`config.mk`:
```
export PLATFORM = sky130hd
export DESIGN_NAME = stopwatch_ctrl_flat
export DESIGN_NICKNAME = d
export VERILOG_FILES = /design/src/rtl/stopwatch_ctrl_if.sv /design/src/rtl/stopwatch_ctrl.sv /design/src/flat_wrapper.sv
export SDC_FILE = /design/constraint.sdc
export NUM_CORES = 1
export LEC_CHECK = 0
export BUFFER_PORTS_ARGS = -buffer_cell sky130_fd_sc_hd__buf_2
export CAP_MARGIN = 20
export CORE_MARGIN = 1
export CORE_UTILIZATION = 47
export DETAILED_ROUTE_END_ITERATION = 10
export PLACE_DENSITY_LB_ADDON = 0.08
export SYNTH_ARGS = -nofsm -noshare
export SYNTH_HDL_FRONTEND = slang
export SYNTH_SLANG_ARGS = --single-unit
export TNS_END_PERCENT = 50
```
`constraint.sdc`:
```
create_clock -name new_clk -period 4.58 [get_ports new_clk]
set_input_delay 0.229 -clock new_clk [delete_from_list [all_inputs] [get_ports new_clk]]
set_output_delay 0.229 -clock new_clk [all_outputs]
set_load 0.01 [all_outputs]
```
`src/rtl/stopwatch_ctrl_if.sv`:
```
// Button, counter and display signals shared between the stopwatch mode controller
// and its surroundings. The counter/button side is the master; the controller is the slave.
interface stopwatch_ctrl_if;
  logic       start_stop_btn;
  logic       lap_btn;
  logic [6:0] cs_in;
  logic [6:0] s_in;
  logic [6:0] m_in;
  logic       run;
  logic       clr;
  logic [1:0] state;
  logic [6:0] disp_cs;
  logic [6:0] disp_s;
  logic [6:0] disp_m;

  modport master (
    output start_stop_btn, lap_btn, cs_in, s_in, m_in,
    input  run, clr, state, disp_cs, disp_s, disp_m
  );

  modport slave (
    input  start_stop_btn, lap_btn, cs_in, s_in, m_in,
    output run, clr, state, disp_cs, disp_s, disp_m
  );
endinterface

```
`src/rtl/stopwatch_ctrl.sv`:
```
// Stopwatch button conditioning and mode control: two-flop synchronizers, per-button
// debouncers, press-edge detection, a four-state mode machine and the display latch.
module stopwatch_ctrl #(
  parameter int unsigned DEB_CYCLES = 20
) (
  input logic              new_clk,
  input logic              rst,
  stopwatch_ctrl_if.slave  io_bus
);

  localparam logic [1:0] StIdle  = 2'b00;
  localparam logic [1:0] StRun   = 2'b01;
  localparam logic [1:0] StPause = 2'b10;
  localparam logic [1:0] StLap   = 2'b11;

  // Toggle happens on the cycle the counter would reach DEB_CYCLES.
  localparam logic [7:0] DebLast = 8'(DEB_CYCLES - 1);

  // Bit 0 is start/stop, bit 1 is lap/reset.
  logic [1:0]      r_sync0;
  logic [1:0]      r_sync1;
  logic [1:0]      r_deb;
  logic [1:0]      r_deb_d;
  logic [1:0][7:0] r_cnt;

  logic [1:0] r_state;
  logic       r_run;
  logic       r_clr;
  logic [6:0] r_disp_cs;
  logic [6:0] r_disp_s;
  logic [6:0] r_disp_m;

  logic       w_ev_start;
  logic       w_ev_lap;
  logic [1:0] w_state_nxt;

  function automatic logic [6:0] clamp99(input logic [6:0] v);
    return (v > 7'd99) ? 7'd99 : v;
  endfunction

  // Two-flop synchronizers for the raw buttons.
  always_ff @(posedge new_clk or negedge rst) begin
    if (!rst) begin
      r_sync0 <= '0;
      r_sync1 <= '0;
    end else begin
      r_sync0 <= {io_bus.lap_btn, io_bus.start_stop_btn};
      r_sync1 <= r_sync0;
    end
  end

  // Debounce: accept a new level only after DEB_CYCLES consecutive differing samples.
  always_ff @(posedge new_clk or negedge rst) begin
    if (!rst) begin
      r_deb   <= '0;
      r_deb_d <= '0;
      r_cnt   <= '0;
    end else begin
      r_deb_d <= r_deb;
      for (int i = 0; i < 2; i++) begin
        if (r_sync1[i] == r_deb[i]) begin
          r_cnt[i] <= '0;
        end else if (r_cnt[i] == DebLast) begin
          r_deb[i] <= ~r_deb[i];
          r_cnt[i] <= '0;
        end else begin
          r_cnt[i] <= r_cnt[i] + 8'd1;
        end
      end
    end
  end

  // Press events; start/stop wins when both arrive in the same cycle.
  always_comb begin
    w_ev_start = r_deb[0] & ~r_deb_d[0];
    w_ev_lap   = r_deb[1] & ~r_deb_d[1] & ~w_ev_start;
  end

  // Mode machine next-state.
  always_comb begin
    w_state_nxt = r_state;
    case (r_state)
      StIdle:  if (w_ev_start) w_state_nxt = StRun;
      StRun:   if (w_ev_start) w_state_nxt = StPause;
               else if (w_ev_lap) w_state_nxt = StLap;
      StPause: if (w_ev_start) w_state_nxt = StRun;
               else if (w_ev_lap) w_state_nxt = StIdle;
      StLap:   if (w_ev_start) w_state_nxt = StPause;
               else if (w_ev_lap) w_state_nxt = StRun;
      default: w_state_nxt = StIdle;
    endcase
  end

  // Mode state with registered enable and one-shot clear on PAUSE -> IDLE.
  always_ff @(posedge new_clk or negedge rst) begin
    if (!rst) begin
      r_state <= StIdle;
      r_run   <= 1'b0;
      r_clr   <= 1'b0;
    end else begin
      r_state <= w_state_nxt;
      r_run   <= (w_state_nxt == StRun) || (w_state_nxt == StLap);
      r_clr   <= (r_state == StPause) && (w_state_nxt == StIdle);
    end
  end

  // Display follows the counters except while in LAP; the RUN->LAP edge itself loads
  // the counters, which freezes the lap value.
  always_ff @(posedge new_clk or negedge rst) begin
    if (!rst) begin
      r_disp_cs <= '0;
      r_disp_s  <= '0;
      r_disp_m  <= '0;
    end else if (r_state != StLap) begin
      r_disp_cs <= clamp99(io_bus.cs_in);
      r_disp_s  <= clamp99(io_bus.s_in);
      r_disp_m  <= clamp99(io_bus.m_in);
    end
  end

  assign io_bus.run     = r_run;
  assign io_bus.clr     = r_clr;
  assign io_bus.state   = r_state;
  assign io_bus.disp_cs = r_disp_cs;
  assign io_bus.disp_s  = r_disp_s;
  assign io_bus.disp_m  = r_disp_m;

endmodule

```
`src/flat_wrapper.sv`:
```
// flat-port wrapper written by rule: the top's interface ports become plain ports
module stopwatch_ctrl_flat 
#(
  parameter int unsigned DEB_CYCLES = 20
)
  (new_clk, rst, io_bus_start_stop_btn, io_bus_lap_btn, io_bus_cs_in, io_bus_s_in, io_bus_m_in, io_bus_run, io_bus_clr, io_bus_state, io_bus_disp_cs, io_bus_disp_s, io_bus_disp_m);
  stopwatch_ctrl_if io_bus_i ();
  input logic new_clk;
  input logic rst;
  input wire logic [$bits(io_bus_i.start_stop_btn)-1:0] io_bus_start_stop_btn;
  input wire logic [$bits(io_bus_i.lap_btn)-1:0] io_bus_lap_btn;
  input wire logic [$bits(io_bus_i.cs_in)-1:0] io_bus_cs_in;
  input wire logic [$bits(io_bus_i.s_in)-1:0] io_bus_s_in;
  input wire logic [$bits(io_bus_i.m_in)-1:0] io_bus_m_in;
  output wire logic [$bits(io_bus_i.run)-1:0] io_bus_run;
  output wire logic [$bits(io_bus_i.clr)-1:0] io_bus_clr;
  output wire logic [$bits(io_bus_i.state)-1:0] io_bus_state;
  output wire logic [$bits(io_bus_i.disp_cs)-1:0] io_bus_disp_cs;
  output wire logic [$bits(io_bus_i.disp_s)-1:0] io_bus_disp_s;
  output wire logic [$bits(io_bus_i.disp_m)-1:0] io_bus_disp_m;
  assign io_bus_i.start_stop_btn = io_bus_start_stop_btn;
  assign io_bus_i.lap_btn = io_bus_lap_btn;
  assign io_bus_i.cs_in = io_bus_cs_in;
  assign io_bus_i.s_in = io_bus_s_in;
  assign io_bus_i.m_in = io_bus_m_in;
  assign io_bus_run = io_bus_i.run;
  assign io_bus_clr = io_bus_i.clr;
  assign io_bus_state = io_bus_i.state;
  assign io_bus_disp_cs = io_bus_i.disp_cs;
  assign io_bus_disp_s = io_bus_i.disp_s;
  assign io_bus_disp_m = io_bus_i.disp_m;
  stopwatch_ctrl #(.DEB_CYCLES(DEB_CYCLES)) u_core (.new_clk(new_clk), .rst(rst), .io_bus(io_bus_i));
endmodule
```
==> results of run 1 <==
-- final cells by class --
class	instances	area, um^2
clock buffer	5	68.8
clock inverter	1	5.00
fill	360	1640
inverter	3	11.3
multi-input combinational	123	738
sequential	49	1230
tap	50	62.6
timing repair buffer	51	275
-- routing by layer --
layer / global-route usage [%] / vias to the layer above / part of all wire, %
li1: - / 729 / -
met1: 21.7 / 724 / 43
met2: 34.9 / 48 / 49
met3: 4.45 / 10 / 5.8
met4: 12.0 / 0 / 2.4
met5: 0 / - / 0
-- cell families (layout without fill, tap and decap cells) --
logic type               count (synthesis)  in the layout  synth area share (%)
multiplexers                             2              2                  1.13
XOR/XNOR                                 9              9                  3.95
adder cells (fa/ha/maj)                  2              2                  1.26
flip-flops                              49             49                  61.5
AO/OA/AOI/OAI                           40             40                  13.7
buffers and inverters                    7             60                  1.44
AND/OR/NAND/NOR                         70             70                  16.9
-- through the flow --
stage	cell area, um^2	hold slack (ns)
CTS	2360	0.0249
global placement	2280	0.333
detailed placement	2280	0.338
finish	2390	0.0324
floorplan	1990	-0.0666
global route	2390	0.0160
-- registers in the layout, summed over array words and instances (netlist names) --
signal and flops:
u_core.io_bus.disp_m 7, u_core.io_bus.disp_s 7, u_core.r_sync1 2, u_core.io_bus.state 2, u_core.r_deb 2, u_core.io_bus.clr 1, u_core.r_deb_d 2, u_core.io_bus.run 1
u_core.r_cnt 16, u_core.io_bus.disp_cs 7, u_core.r_sync0 2
-- timing repair --
action | CTS | global route
setup endpoints to repair | 0 | 0
hold buffers | 0 | 1
hold endpoints to repair | 0 | 12
setup buffers | 0 | 0
-- cell usage after synthesis, types with 3 or more instances --
master    instances
a21oi_1          11
a22o_1            9
nor2_1            9
nand2_1          35
or3_1             6
inv_1             3
o311a_1           3
dfrtp_1          49
xnor2_1           5
nand2b_1          4
o21ai_0          13
xor2_1            4
nand3_1           7
-- worst max-delay path by stage --
stage | slack, ns | startpoint | end
after floorplan | 3.06 | u_core.r_cnt[5] | u_core.r_deb[0]
after global placement | 3.03 | u_core.io_bus.state[0] | u_core.io_bus.disp_s[2]
after detailed placement | 2.86 | u_core.io_bus.state[0] | u_core.io_bus.disp_cs[3]
after CTS | 2.86 | u_core.io_bus.state[0] | u_core.io_bus.disp_cs[3]
after global routing | 2.71 | u_core.io_bus.state[0] | u_core.io_bus.disp_cs[3]
final | 2.85 | u_core.io_bus.state[0] | u_core.io_bus.disp_cs[3]
-- worst max-delay path, delay by kind of cell, from the launching register on --
family / cells / cell delay, ns
DFF: 1 / 0.48
AOI/OAI and AO/OA: 2 / 0.42
and+or+nand+nor: 1 / 0.73
-- power by group --
group / switching [uW] / internal (uW)
Combinational: 38.5 / 31.2
Clock: 130 / 101
Sequential: 10.7 / 449
Total: 179 / 581
-- placed cells by master, fill, tap and decap left out, types with 2 or more instances in the layout --
master	instances
buf_2	49
dfrtp_1	49
nand2_1	35
o21ai_0	13
a21oi_1	11
nor2_1	9
a22o_1	9
nand3_1	7
or3_1	6
xnor2_1	5
clkbuf_8	5
nand2b_1	4
xor2_1	4
inv_1	3
o311a_1	3
nand4_1	2
mux2_1	2
ha_1	2
==> impl_metrics.ini, run 1 <==
[setup_path]
max_stage_delay_ns = 0.73
r2r-start = u_core.io_bus.state[0]
end_kind = flip-flop
rr_endpoint = u_core.io_bus.disp_cs[3]
path_max_fanout = 24
crit_chain = and2_1, a21oi_1, a22o_1
crit_path_start_kind = flip-flop
regToRegSetupSlack_ns = 2.85
path_class = reg2reg
worstPathRequired_ns = 4.77
cp_slowest_cell = and2_1
crit_arrival_ns = 1.92
r2r_cells = 3

[placed_design]
gp_congestion = 0.744
dpl_worst_slack_ns = 2.86
dpl.hpwl_mm = 2.92
portBuffers = 49
dp.cells = 274

[floorplanning]
die_y_um = 67.1
fp.coreArea_um2 = 4030
start_util_pct = 49.5
dieArea_um2 = 4510
ios = 50
die_width_um = 67.1
row_count = 23

[min_path]
whs_endpoint = u_core.r_sync0[0]
hold_class = in2reg
min_path_cells = 1
min_from = io_bus_start_stop_btn

[logic_synthesis]
yosysTopAreaCell = dfrtp_1
yosysUniqueCellTypes = 29
synth_nets = 206
syn_inst = 179
synth_seq_cells = 49
synth.top_cell.area_share_pct = 61.5
synth_flop_cell = dfrtp_1
ys_async_sr_fraction_pct = 100
netlist_area_um2 = 1990
synth_top_cells_by_area = dfrtp_1, nand2_1, a22o_1
synth-seq-area-share_pct = 61.5
synth_area_per_cell_um2 = 11.1
ys_warn_count = 0
synth_edf_count = 0

[power]
p_per_area_nw_per_um2 = 318
p_leak_uw = 0.00117
p_total_uw = 760
peakVddDrop_uv = 203

[final_layout]
fin_cells = 282
fin_nets = 260
drive_gt1_share_pct = 26.7
utilization_pct = 59.3
antenna_cells = 0
area_delta_synth_final_pct = 19.8

[clock_network]
htree_levels = 2
cts_tree = yes
clkLatencyLatePin_ns = 0.30
clock-root-buffer = clkbuf_8
clkSinkCount = 49
numCtsBuffers = 5
clock_path_buffers = 2
cts_resized = 0
path_clk_slew_ns = 0.08

[timing]
fin_crit_sh_pct = 37.7
clock_skew_ns = 0.00335
tightest_slew_ns = 0.848
setup_viol = 0
finalHoldViolations = 0
finalCriticalPeriod_ns = 1.73
setup_ws_ns = 2.85
relSlewSlack_pct = 43.5
slew_violations = 0
fin_tns_setup_ns = 0
fmax_ghz = 0.579
rsz0062_at_grt = false

[global_routing]
gr-total-overflow = 0
antenna_found_initial = 0
grt_usage_pct = 19.9
grt_pass1_wl_mm = 6.48
grt_pass1_vias = 1530
grt_max_degree = 50

[drt]
wl_per_cell_um = 14.4
drt-initial-drc-count = 57
dr.pass1.iters = 4
vias = 1511
drt_wl_total_mm = 4.06
drc = 0
ant_nets = 0
viasPerCell = 5.36

[job]
drv_cap = 0

[status]
status = finished clean
No activity file was read; power rests on OpenSTA's default activity.
==> run 2: changes to the inputs <==
==> constraint.sdc (replaced) <==
create_clock -name new_clk -period 1.45 [get_ports new_clk]
set_input_delay 0.0725 -clock new_clk [delete_from_list [all_inputs] [get_ports new_clk]]
set_output_delay 0.0725 -clock new_clk [all_outputs]
set_load 0.01 [all_outputs]
==> run 2 against run 1 <==
  * The run now ends with setup timing left
  * Routed wire length is 5.3% higher
  * Largest power group unchanged
  * Power grew to 3.6 times the previous value
  * Non-clock buffer count is 18 higher
  * Register-to-register slack worse by 3.0 ns
  * Worst hold slack worse by 0.026 ns
  * Critical path depth stayed put
  * Final cell count is 7.1% higher
  * Critical path type unchanged
  * Die area stayed put
  * Largest cell class unchanged
==> impl_metrics.ini, run 2 (synthesized netlist as in run 1, its figures left out) <==
[status]
status = finished with violations
violations = setup timing

[timing]
fmax_ghz = 0.641
rsz0062_at_grt = true
slew_violations = 0
fin_tns_setup_ns = -0.140
fin_crit_sh_pct = 108
finalHoldViolations = 0
tightest_slew_ns = 0.488
setup_ws_ns = -0.110
setup_viol = 2
relSlewSlack_pct = 67.5
finalCriticalPeriod_ns = 1.56
clock_skew_ns = 0.00675

[final_layout]
largest_reg_flops = 16
antenna_cells = 0
area_delta_synth_final_pct = 30.6
drive_gt1_share_pct = 31.3
mostFrequentLayoutCells = buf_2, dfrtp_1, nand2_1
fillers = 331
utilization_pct = 64.6
fin_nets = 278
top_register = u_core.r_cnt

[clock_network]
cts_tree = yes
htree_levels = 2
clock_path_buffers = 2
clock-root-buffer = clkbuf_8
numCtsBuffers = 5
clkSinkCount = 49
path_clk_slew_ns = 0.09
clkLatencyLatePin_ns = 0.30

[global_routing]
antenna_found_initial = 0
gr-total-overflow = 0
grt_pass1_wl_mm = 6.69
grt_pass1_vias = 1561
grt_max_degree = 23
grt_usage_pct = 20.4

[floorplanning]
start_util_pct = 49.5
row_count = 23
die_y_um = 67.1
die_width_um = 67.1
ios = 50
dieArea_um2 = 4510
fp.coreArea_um2 = 4030

[min_path]
min_from = io_bus_s_in[6]
hold_class = in2reg

[setup_path]
path_max_fanout = 3
end_kind = flip-flop
startpoint = u_core.r_cnt[7]
crit_arrival_ns = 1.75
path_class = reg2reg
crit_path_start_kind = flip-flop
r2r-start = u_core.r_cnt[7]
worstPathRequired_ns = 1.64

[drt]
vias = 1577
dr.pass1.iters = 4
ant_nets = 0
drt_wl_total_mm = 4.28
drt-initial-drc-count = 94
drc = 0
wl_per_cell_um = 14.2
viasPerCell = 5.22

[placed_design]
portBuffers = 49
gp_congestion = 0.745
dpl.hpwl_mm = 3.05

[job]
drv_cap = 0

[power]
peakVddDrop_uv = 727
p_leak_uw = 0.00127
p_per_area_nw_per_um2 = 1040
## run 2: cell count changes in the layout (fill, tap and decap cells not counted), sizes merged
cell | before | now
dlygate4sd3 | 1 | 6
clkinv | 1 | 0
clkbuf | 5 | 6
bufinv | 0 | 1
buf | 50 | 63
clkinvlp | 0 | 1
## run 2: timing repair
item	CTS	global route
endpoints found under the hold margin	25	0
resized for setup	4	2
endpoints found under the setup margin	4	7
hold buffers	6	0
buffers inserted	1	1
pin swaps	2	2
## run 2: final timing paths
check                                               end  slack, ns  cells after the start
worst max-delay path                    u_core.r_deb[0]      -0.11                      3
worst min-delay path            u_core.io_bus.disp_s[6]      0.006                      3
worst min register to register        u_core.r_sync1[0]       0.35                      0
max in group asynchronous               u_core.r_cnt[4]       0.61                      3
min in group asynchronous       u_core.io_bus.disp_m[5]       0.25                      2
worst max register to register          u_core.r_deb[0]      -0.11                      3
## run 2: through the flow
stage	power, uW	setup slack (ns)	hold WS (ns)	area [um^2]	cells
finish	2710	-0.110	0.00626	2600	302
global route	2830	-0.131	0.00960	2600	302
global placement	1690	-0.0511	0.0441	2370	286
CTS	2740	-0.0993	0.00178	2580	301
floorplan	1570	-0.0533	-0.223	1990	179
detailed placement	1710	-0.0904	0.0594	2370	286
## run 2: critical path, stage by stage, from the launching register on
cell and delay (ns):
dfrtp_1 0.39, or4_4 0.59, nor3_4 0.16, mux2_4 0.32
## run 2: layer usage
metal,global-route usage (%),vias up,part of all wire [%]
met4,9.57,0,1.8
li1,-,771,-
met5,0,-,0
met1,24.1,747,43
met2,35.5,52,50
met3,3.94,7,5.3
## run 2: cell type report
cell class,instances,area (um^2),share of cell area [%]
Inverter,3,11.3,0.433
Sequential cell,49,1230,47.1
Multi-Input combinational cell,123,772,29.7
Clock inverter,2,37.5,1.44
Timing Repair Buffer,69,410,15.8
Clock buffer,6,82.6,3.17
Tap cell,50,62.6,2.40
## run 2: report_power, final
group | switching [uW] | internal, uW | total (uW)
registers | 32.9 | 1420 | 1450
logic | 130 | 121 | 251
clock network | 444 | 561 | 1000
total | 607 | 2100 | 2710
==> run 3: changes to the inputs <==
==> constraint.sdc (replaced) <==
create_clock -name new_clk -period 1.9 [get_ports new_clk]
set_input_delay 0.095 -clock new_clk [delete_from_list [all_inputs] [get_ports new_clk]]
set_output_delay 0.095 -clock new_clk [all_outputs]
set_load 0.01 [all_outputs]
==> run 3 against run 2 <==
  * The flow now finishes without violations
  * Utilization down 3.1 points
  * Worst hold slack better by 0.020 ns
  * Sequential share of layout area up 2.4 points
  * Sequential cell count unchanged
  * Combinational power down 32%
  * Clock-buffer cell count down 1
  * Register-to-register slack better by 0.40 ns
  * Largest power group unchanged
  * Highest routed layer unchanged
==> impl_metrics.ini, run 3 (synthesized netlist as in run 1, its figures left out) <==
[status]
status = finished clean

[timing]
relSlewSlack_pct = 67.2
tightest_slew_ns = 0.492
holdWs_ns = 0.0267
setup_ws_ns = 0.286
fin_crit_sh_pct = 84.9
rsz0062_at_grt = false
slew_violations = 0
setup_viol = 0
finalCriticalPeriod_ns = 1.61
clock_skew_ns = 0.00848
fmax_ghz = 0.620
fin_tns_setup_ns = 0
finalHoldViolations = 0

[final_layout]
top_register = u_core.r_cnt
fin_area_um2 = 2480
mostFrequentLayoutCells = buf_2, dfrtp_1, nand2_1
antenna_cells = 0
largest_reg_flops = 16
area_delta_synth_final_pct = 24.3
final-seq-area_um2 = 1230
multiInputGateArea_um2 = 738
utilization_pct = 61.5
drive_gt1_share_pct = 28.0
fin_nets = 265
fillers = 344

[setup_path]
rr_endpoint = u_core.r_deb[0]
crit_arrival_ns = 1.79
worstPathRequired_ns = 2.08
regToRegSetupSlack_ns = 0.29
path_max_fanout = 5
r2r_cells = 3
end_kind = flip-flop
path_class = reg2reg
crit_path_start_kind = flip-flop
r2r-start = u_core.r_cnt[5]

[clock_network]
clock_path_buffers = 2
path_clk_slew_ns = 0.09
cts_resized = 0
htree_levels = 2
post_cts.repair.setup_buffers = 0
clock-root-buffer = clkbuf_8
clkLatencyLatePin_ns = 0.30
clkSinkCount = 49
numCtsBuffers = 5
ctsHoldBuffers = 3
cts_tree = yes

[floorplanning]
start_util_pct = 49.5
die_width_um = 67.1
ios = 50
die_y_um = 67.1
dieArea_um2 = 4510
row_count = 23
fp.coreArea_um2 = 4030

[power]
p_leak_uw = 0.00121
peakVddDrop_uv = 657
p_per_area_nw_per_um2 = 866

[global_routing]
gr-total-overflow = 0
grt_pass1_vias = 1483
antenna_found_initial = 0
grt_usage_pct = 20.7
grt_max_degree = 20
grt_pass1_wl_mm = 6.71

[min_path]
whs_endpoint = u_core.io_bus.disp_m[5]
hold_class = in2reg
min_path_cells = 3
min_from = io_bus_m_in[5]

[job]
drv_cap = 0

[drt]
drt-initial-drc-count = 130
vias = 1581
drt_wl_total_mm = 4.32
drc = 0
dr.pass1.iters = 4
ant_nets = 0
viasPerCell = 5.47
wl_per_cell_um = 15.0

[placed_design]
dpl_worst_slack_ns = 0.315
placed_area_um2 = 2310
gp_congestion = 0.803
dpl.hpwl_mm = 3.06
portBuffers = 49
## run 3: worst max-delay path: stages (launching register included)
cell and delay, ns:
dfrtp_1 0.43, or4_4 0.59, nor3_2 0.15, mux2_1 0.34
## run 3: per-layer routing
| metal | global-route usage (%) | routed length [um] | vias to the layer above |
|---|---|---|---|
| li1 | - | - | 741 |
| met3 | 6.68 | 287 | 4 |
| met5 | 0 | 0 | - |
| met1 | 25.3 | 1820 | 778 |
| met2 | 34.1 | 2170 | 58 |
| met4 | 7.45 | 53 | 0 |
## run 3: worst max path at each step
stage,cells after the start,to,start,slack (ns)
after floorplan,3,u_core.r_deb[0],u_core.r_cnt[5],0.38
after detailed placement,3,u_core.r_deb[0],u_core.r_cnt[5],0.31
after global routing,3,u_core.r_deb[0],u_core.r_cnt[5],0.25
after global placement,3,u_core.r_deb[0],u_core.r_cnt[5],0.36
after CTS,3,u_core.r_deb[0],u_core.r_cnt[5],0.29
final,3,u_core.r_deb[0],u_core.r_cnt[5],0.29
## run 3: cell type report
type                            count  area share (%)
Sequential cell                    49            49.5
Multi-Input combinational cell    123            29.8
Timing Repair Buffer               56            12.3
Clock buffer                        5            2.78
Clock inverter                      3            2.63
Tap cell                           50            2.53
Inverter                            3           0.455
## run 3: power breakdown
group | total (uW) | switching [uW] | internal [uW]
logic | 171 | 94.3 | 76.5
clock network | 867 | 344 | 523
registers | 1110 | 25.4 | 1080
## run 3: stage by stage
stage               power [uW]  instances
CTS                       2170        289
detailed placement        1300        278
global route              2240        289
floorplan                 1200        179
global placement          1290        278
finish                    2150        289
